==> config.mk <==
export PLATFORM = sky130hd
export DESIGN_NAME = fft_serializer
export DESIGN_NICKNAME = d
export VERILOG_FILES = /design/src/rtl/fft_serializer.sv
export SDC_FILE = /design/constraint.sdc
export NUM_CORES = 1
export LEC_CHECK = 0
export CAP_MARGIN = 20
export CORE_MARGIN = 5
export CORE_UTILIZATION = 47
export CTS_CLUSTER_SIZE = 25
export DETAILED_ROUTE_END_ITERATION = 10
export PLACE_DENSITY_LB_ADDON = 0.08
export SLEW_MARGIN = 30
export SYNTH_ARGS = -nofsm -noshare
export SYNTH_HDL_FRONTEND = slang
export SYNTH_SLANG_ARGS = --single-unit
==> constraint.sdc <==
create_clock -name clk -period 4.35 [get_ports clk]
set_input_delay 0.6525 -clock clk [delete_from_list [all_inputs] [get_ports clk]]
set_output_delay 0.6525 -clock clk [all_outputs]
set_load 0.02 [all_outputs]
==> src/rtl/fft_serializer.sv <==
// Parallel-to-serial converter for FFT result frames.
// Captures N complex samples on load and streams one sample per accepted beat.
module fft_serializer #(
    parameter int N      = 16,
    parameter int WIDTH  = 16,
    parameter int BITREV = 0
) (
    input  logic                   clk,
    input  logic                   reset,
    input  logic                   load,
    input  logic [N*WIDTH-1:0]     datain_re,
    input  logic [N*WIDTH-1:0]     datain_im,
    input  logic                   dout_ready,
    output logic [WIDTH-1:0]       dataout_re,
    output logic [WIDTH-1:0]       dataout_im,
    output logic [$clog2(N)-1:0]   dout_index,
    output logic                   dout_valid,
    output logic                   dout_first,
    output logic                   dout_last,
    output logic                   busy,
    output logic                   overrun
);
    localparam int LW = $clog2(N);
    localparam logic [LW-1:0] LAST = LW'(N - 1);

    typedef enum logic {IDLE, SEND} state_t;

    state_t                     state, state_n;
    logic [N-1:0][WIDTH-1:0]    store_re, store_im;
    logic [LW-1:0]              cnt, cnt_n, cnt_inc;
    logic [WIDTH-1:0]           re_n, im_n;
    logic [LW-1:0]              idx_n;
    logic                       valid_n, first_n, last_n, overrun_n;
    logic                       xfer, at_last, acc;

    function automatic logic [LW-1:0] map_idx(input logic [LW-1:0] j);
        logic [LW-1:0] r;
        r = j;
        if (BITREV != 0) begin
            for (int i = 0; i < LW; i++) r[i] = j[LW-1-i];
        end
        return r;
    endfunction

    assign xfer    = dout_valid && dout_ready;
    assign at_last = (cnt == LAST);
    assign acc     = load && ((state == IDLE) || (xfer && at_last));
    assign cnt_inc = cnt + 1'b1;

    always_comb begin
        state_n   = state;
        cnt_n     = cnt;
        re_n      = dataout_re;
        im_n      = dataout_im;
        idx_n     = dout_index;
        valid_n   = dout_valid;
        first_n   = dout_first;
        last_n    = dout_last;
        overrun_n = 1'b0;
        if (acc) begin
            // map(0) is 0 in both orders, so beat 0 comes straight from the inputs
            state_n = SEND;
            cnt_n   = '0;
            re_n    = datain_re[0 +: WIDTH];
            im_n    = datain_im[0 +: WIDTH];
            idx_n   = '0;
            valid_n = 1'b1;
            first_n = 1'b1;
            last_n  = 1'b0;
        end else begin
            overrun_n = load;
            if (xfer) begin
                if (at_last) begin
                    state_n = IDLE;
                    cnt_n   = '0;
                    re_n    = '0;
                    im_n    = '0;
                    idx_n   = '0;
                    valid_n = 1'b0;
                    first_n = 1'b0;
                    last_n  = 1'b0;
                end else begin
                    cnt_n   = cnt_inc;
                    idx_n   = map_idx(cnt_inc);
                    re_n    = store_re[map_idx(cnt_inc)];
                    im_n    = store_im[map_idx(cnt_inc)];
                    first_n = 1'b0;
                    last_n  = (cnt_inc == LAST);
                end
            end
        end
    end

    always_ff @(posedge clk) begin
        if (!reset) begin
            state      <= IDLE;
            cnt        <= '0;
            store_re   <= '0;
            store_im   <= '0;
            dataout_re <= '0;
            dataout_im <= '0;
            dout_index <= '0;
            dout_valid <= 1'b0;
            dout_first <= 1'b0;
            dout_last  <= 1'b0;
            busy       <= 1'b0;
            overrun    <= 1'b0;
        end else begin
            state      <= state_n;
            cnt        <= cnt_n;
            if (acc) begin
                store_re <= datain_re;
                store_im <= datain_im;
            end
            dataout_re <= re_n;
            dataout_im <= im_n;
            dout_index <= idx_n;
            dout_valid <= valid_n;
            dout_first <= first_n;
            dout_last  <= last_n;
            busy       <= (state_n == SEND);
            overrun    <= overrun_n;
        end
    end
endmodule
Yosys cells after proc, flatten, opt, wreduce, memory -nomap -nowiden
Cells that the tools add are included.
Widths: inputs -> output; s select.
Operators by class
  equality and inequality tests: 2
  $lt $le $gt $ge: 1
  $add $sub $neg: 1
  bitwise gates (word level): 2
  muxes and demuxes: 17
  reductions and logical operators: 8
Operators by type and width (number)
  $bmux 16 s4: 2
  $mux 16: 8
  $eq 4x4->1 const B: 2
  $mux 1: 6
  $lt 4x5->1 const B: 1
  $add 4x1->4 const B: 1
  $mux 4: 1
  $reduce_bool 2->1: 2
  $logic_and 1x1->1: 3
  $not 1->1: 2
  $reduce_and 2->1: 1
  $reduce_or 2->1: 1
  $logic_or 1x1->1: 1
Storage, ports and cells
  logic and storage cells: 70
  input port bits: 516
  output and inout port bits: 41
  bits in registers: 552

Depth between registers and ports, before layout
  word-level depth: 6
  depth in mapped cells: 11
  depth with buffers taken out: 6

Worst setup path before layout
Ideal clock, no wire load.
  kind: register to register
  from: reg cnt[0]
  to: reg dataout_im[0]
  buffers on the path: 5
  arrival: 2.587 ns
  period minus slack after synthesis: 2.704 ns
  slack: 1.646 ns
  setup time: 0.116 ns
  required time: 4.234 ns
  stages on the path, launching flop included: 12
  cell sequence: dfxtp_1 > buf_2 > buf_6 > buf_4 > inv_1 > ha_1 > buf_2 > buf_1 > mux4_2 > mux2i_1 > o221ai_1 > o211a_1
Between the ends
  longest elaborated chain between the ends: 6
  elaborated cells between the ends (all ways): 11
  those cells by class: add/sub (1); eq/ne (1); mux (5); reduce/logical (4)
Ends and longest elaborated chain
  from (decl): line 30  | logic [LW-1:0] cnt, cnt_n, cnt_inc;
  from (signal assigned): line 110  | cnt <= cnt_n;
  $add 4x1->4: line 48  | assign cnt_inc = cnt + 1'b1;
  $bmux 16 s4: line 86  | im_n = store_im[map_idx(cnt_inc)];
  $mux 16 (not written as such): line 86
  $mux 16: line 73  | if (at_last) begin
  $mux 16: line 72  | if (xfer) begin
  $mux 16: line 60  | if (acc) begin
  to (signal assigned): line 116  | dataout_im <= im_n;
  to (decl): line 15  | output logic [WIDTH-1:0] dataout_im,
Several ways; a longest one is shown, not always the timed one. The select of a mux whose other input is x is not followed.
A chain may end at the register's enable or synchronous reset.

Worst setup path after layout
  from: reg cnt[0]
  to: reg dataout_im[10]
The elaborated chain is that of the path after synthesis.

==> summary.md <==
| Metric | Value |
|---|---|
| Reg2reg start | `cnt[0]` |
| WP buf/inv | `2` |
| Switch Pwr | `3.05 mW` |
| WL/cell | `21.9 µm` |
| Fillers | `4392` |
| Starting density of the core | `47.5%` |
| Critical Path Max Stage Delay | `0.69 ns` |
| Die area | `56500 µm²` |
| Cell variety after synth | `27` |
| Final instance area | `32200 µm²` |
| Startpoint types | `register` |
| Worst-path clk slew | `0.06 ns` |
| First-pass GRT wire length | `~120000 µm` |
| Setup Buffers After CTS | `0` |
| IO Port Bufs | `556` |
| Clock share of power | `about two fifths` |
| Unrepaired setup endpoints after global routing | `false` |
| Critical path fanouts, max | `39` |
| Pint | `approximately 9.1 mW` |
| Drt total wl | `83500 µm` |
| Worst reg2reg setup slack | `1.17 ns` |
| Crit end category | `register` |
| Horiz. Die Dim | `238 µm` |
| Vias/cell | `about 5.5` |
| Site Rows | `83` |
| Critical path's slowest cell | `ha_4` |
| Yosys warns | `0` |
| Crit-path cells | `inv_1 -> ha_4 -> buf_4 -> mux4_2 -> mux2i_1 -> o221ai_1 -> o211a_1` |
| # setup viols final | `0` |
| DP HPWL | `61200 µm` |
| Initial antenna violation count | `25` |
| Synth area leaders | `dfxtp_1 (45%), nand2_1 (16%), a21boi_0 (13%)` |
| Status | `finished clean` |
| Total of max-cap violations | `0` |
| Critical Path RT | `4.84 ns` |
| Fmax | `0.315 GHz` |
| Worst Tran Pin Value | `0.795 ns` |
| Mapped cell area | `roughly 24000 µm²` |
| RePlAce Congestion | `0.916` |
| Final Hold Viols | `0` |
| VDD IR-drop max | `0.350 mV` |
| Area Growth Syn to Fin | `32.3%` |
| Sequential Power Share | `45.5%` |
| Mapped Cells | `approximately 2.6k` |
| Min cycle time layout | `around 3.2 ns` |
| Final setup TNS | `0 ns` |
| Total CTS buffers | `56` |
| Placement Cell Area | `30300 µm²` |
| Top cell type's share of synthesized area | `45.4%` |
| # nets final | `3586` |
| Post_cts resized | `0` |
| Worst min-delay path class | `reg -> reg` |
| Final Slew Violations | `0` |
| Net Count, Synth | `3165` |
| Antenna viol nets, final | `0` |
| Sink Count | `~550` |
| Clock Tree Root | `clkbuf_16` |
| Iter 0 DRT Violations | `between 1.5k and 2k` |
| GRT Resource Usage Total | `between 20% and 30%` |
| Residual DRC | `0` |
| I/O pin total | `557` |
| Via Count | `20.9k` |
| Yosys reg bits | `552` |
| PD cells | `378 nW/µm²` |
| Post-synthesis sequential area ratio | `approximately 45%` |
| Min-Delay Startpoint | `store_re[130]` |
| Avg Synthesized Cell Area | `roughly 9.2 µm²` |
| Leak Pwr | `between 10 and 15 nW` |
| Vias in the first global route | `~20k` |
| Skew final | `~0.015 ns` |
| Largest net degree at the start of global routing | `between 100 and 150` |
| Sw Share | `25.1%` |
| Max H-tree Level | `2` |
| Critical path class | `reg -> reg` |
| Clock latency on the worst-skew pair | `0.61 ns` |
| Cts hold-fix bufs | `0` |
| Period utilization | `between 70 and 80%` |
| Largest area contributor in the netlist | `dfxtp_1` |
| Height of the die | `238 µm` |
| Fraction of layout cells with a size suffix above 1 | `8.46%` |
| Clk buf depth | `3` |
| Slew HR | `between 40% and 50%` |
| Crit path from | `cnt[0]` |
| Arrival time worst endpoint | `approximately 3.7 ns` |
| Comb pwr share | `14.5%` |
| Total core area | `between 50000 and 60000 µm²` |
| Total congestion overflow | `0` |
| 1st-pass router iterations | `7` |
| Top delay family on crit path | `multiplexers` |
| TritonCTS clock tree | `built` |
## power by group through the flow
stage | registers, mW | clock network, mW | logic, mW
floorplan | 5.60 | 0 | 0.855
global placement | 5.63 | 0 | 1.72
detailed placement | 5.64 | 0 | 1.75
CTS | 5.53 | 4.97 | 1.76
global route | 5.56 | 5.18 | 1.90
finish | 5.53 | 4.88 | 1.76
## layer usage
layer	track usage, %	vias up	wire length (µm)
met3	5.67	131	5920
met5	0	-	77
met1	40.5	10200	37100
met4	9.10	12	2360
li1	-	9849	-
met2	44.0	751	38000
## kinds of logic (layout without fill, tap and decap cells)
| logic type | count (synthesis) | in the layout | synth area share, % |
|---|---|---|---|
| and+or+nand+nor | 1052 | 1052 | 16.3 |
| AOI/OAI and AO/OA | 616 | 616 | 19.1 |
| DFF | 552 | 552 | 45.4 |
| buffers and inverters | 230 | 693 | 4.57 |
| muxes | 192 | 192 | 14.5 |
| xor gates and xnor gates | 3 | 3 | 0.108 |
| adders and majority gates | 2 | 2 | 0.103 |
| other | 0 | 18 | 0 |
## cells in the final DEF (no fill, tap or decap), drive strengths merged
cell type	netlist	layout
a21boi	513	513
a21oi	38	38
and2	1	1
and3	2	2
buf	132	37
bufinv	0	4
clkbuf	97	80
clkdlybuf4s50	0	555
clkinv	0	12
clkinvlp	0	1
dfxtp	552	552
diode	0	18
ha	2	2
inv	1	4
mux2i	64	64
mux4	128	128
nand2	1032	1032
nand2b	1	1
nand3	2	2
nand4	1	1
nor2	7	7
nor2b	2	2
nor3	4	4
o211a	32	32
o21ai	1	1
o221ai	32	32
xor2	3	3
## state kept, by name, summed over array words and instances (netlist names)
name and count:
dataout_im 16, dataout_re 16, overrun 1, store_im 256, cnt 4, store_re 256
state 1, dout_last 1, dout_first 1
## cells in the mapped netlist
cell type / instances
a21boi_0: 412
a21boi_1: 100
a21boi_2: 1
a21oi_1: 38
and2_1: 1
and3_1: 2
buf_1: 4
buf_2: 112
buf_4: 3
buf_6: 13
clkbuf_1: 97
dfxtp_1: 552
ha_1: 2
inv_1: 1
mux2i_1: 64
mux4_2: 128
nand2_1: 1032
nand2b_1: 1
nand3_1: 2
nand4_1: 1
nor2_1: 7
nor2b_1: 2
nor3_1: 4
o211a_1: 32
o21ai_1: 1
o221ai_1: 32
xor2_1: 3
## metrics by stage
stage	instances	util (%)	hold WS (ns)	setup slack, ns	power [mW]
2_1_floorplan	2647	-	0.432	1.65	6.46
3_3_place_gp	3686	58.9	0.440	1.07	7.35
3_5_place_dp	3690	59.1	0.442	1.19	7.39
4_1_cts	3790	62.7	0.451	1.18	12.3
5_1_grt	3807	62.8	0.467	1.04	12.6
6_report	3808	62.8	0.452	1.17	12.2
## final cells by class
class / count / area [µm²] / area share [%]
flip-flops and latches: 552 / 11100 / 34.3
well taps: 680 / 851 / 2.64
clock inverters: 20 / 211 / 0.656
repair buffers: 592 / 6150 / 19.1
clock buffers: 80 / 1640 / 5.10
inverters: 1 / 3.75 / 0.0116
multi-input cells: 1865 / 12300 / 38.0
diodes: 18 / 45.0 / 0.140
## worst min-delay path, cell delays in order (launching register included)
cell	delay, ns
dfxtp_1	0.31
nand2_1	0.05
a21boi_1	0.05
## final timing paths
| kind | endpoint | cells after the start |
|---|---|---|
| setup / recovery | dataout_im[10] | 7 |
| hold / removal | store_re[130] | 2 |
| setup reg to reg | dataout_im[10] | 7 |
| hold reg to reg | store_re[130] | 2 |
Power figures use the tool's default switching activity.
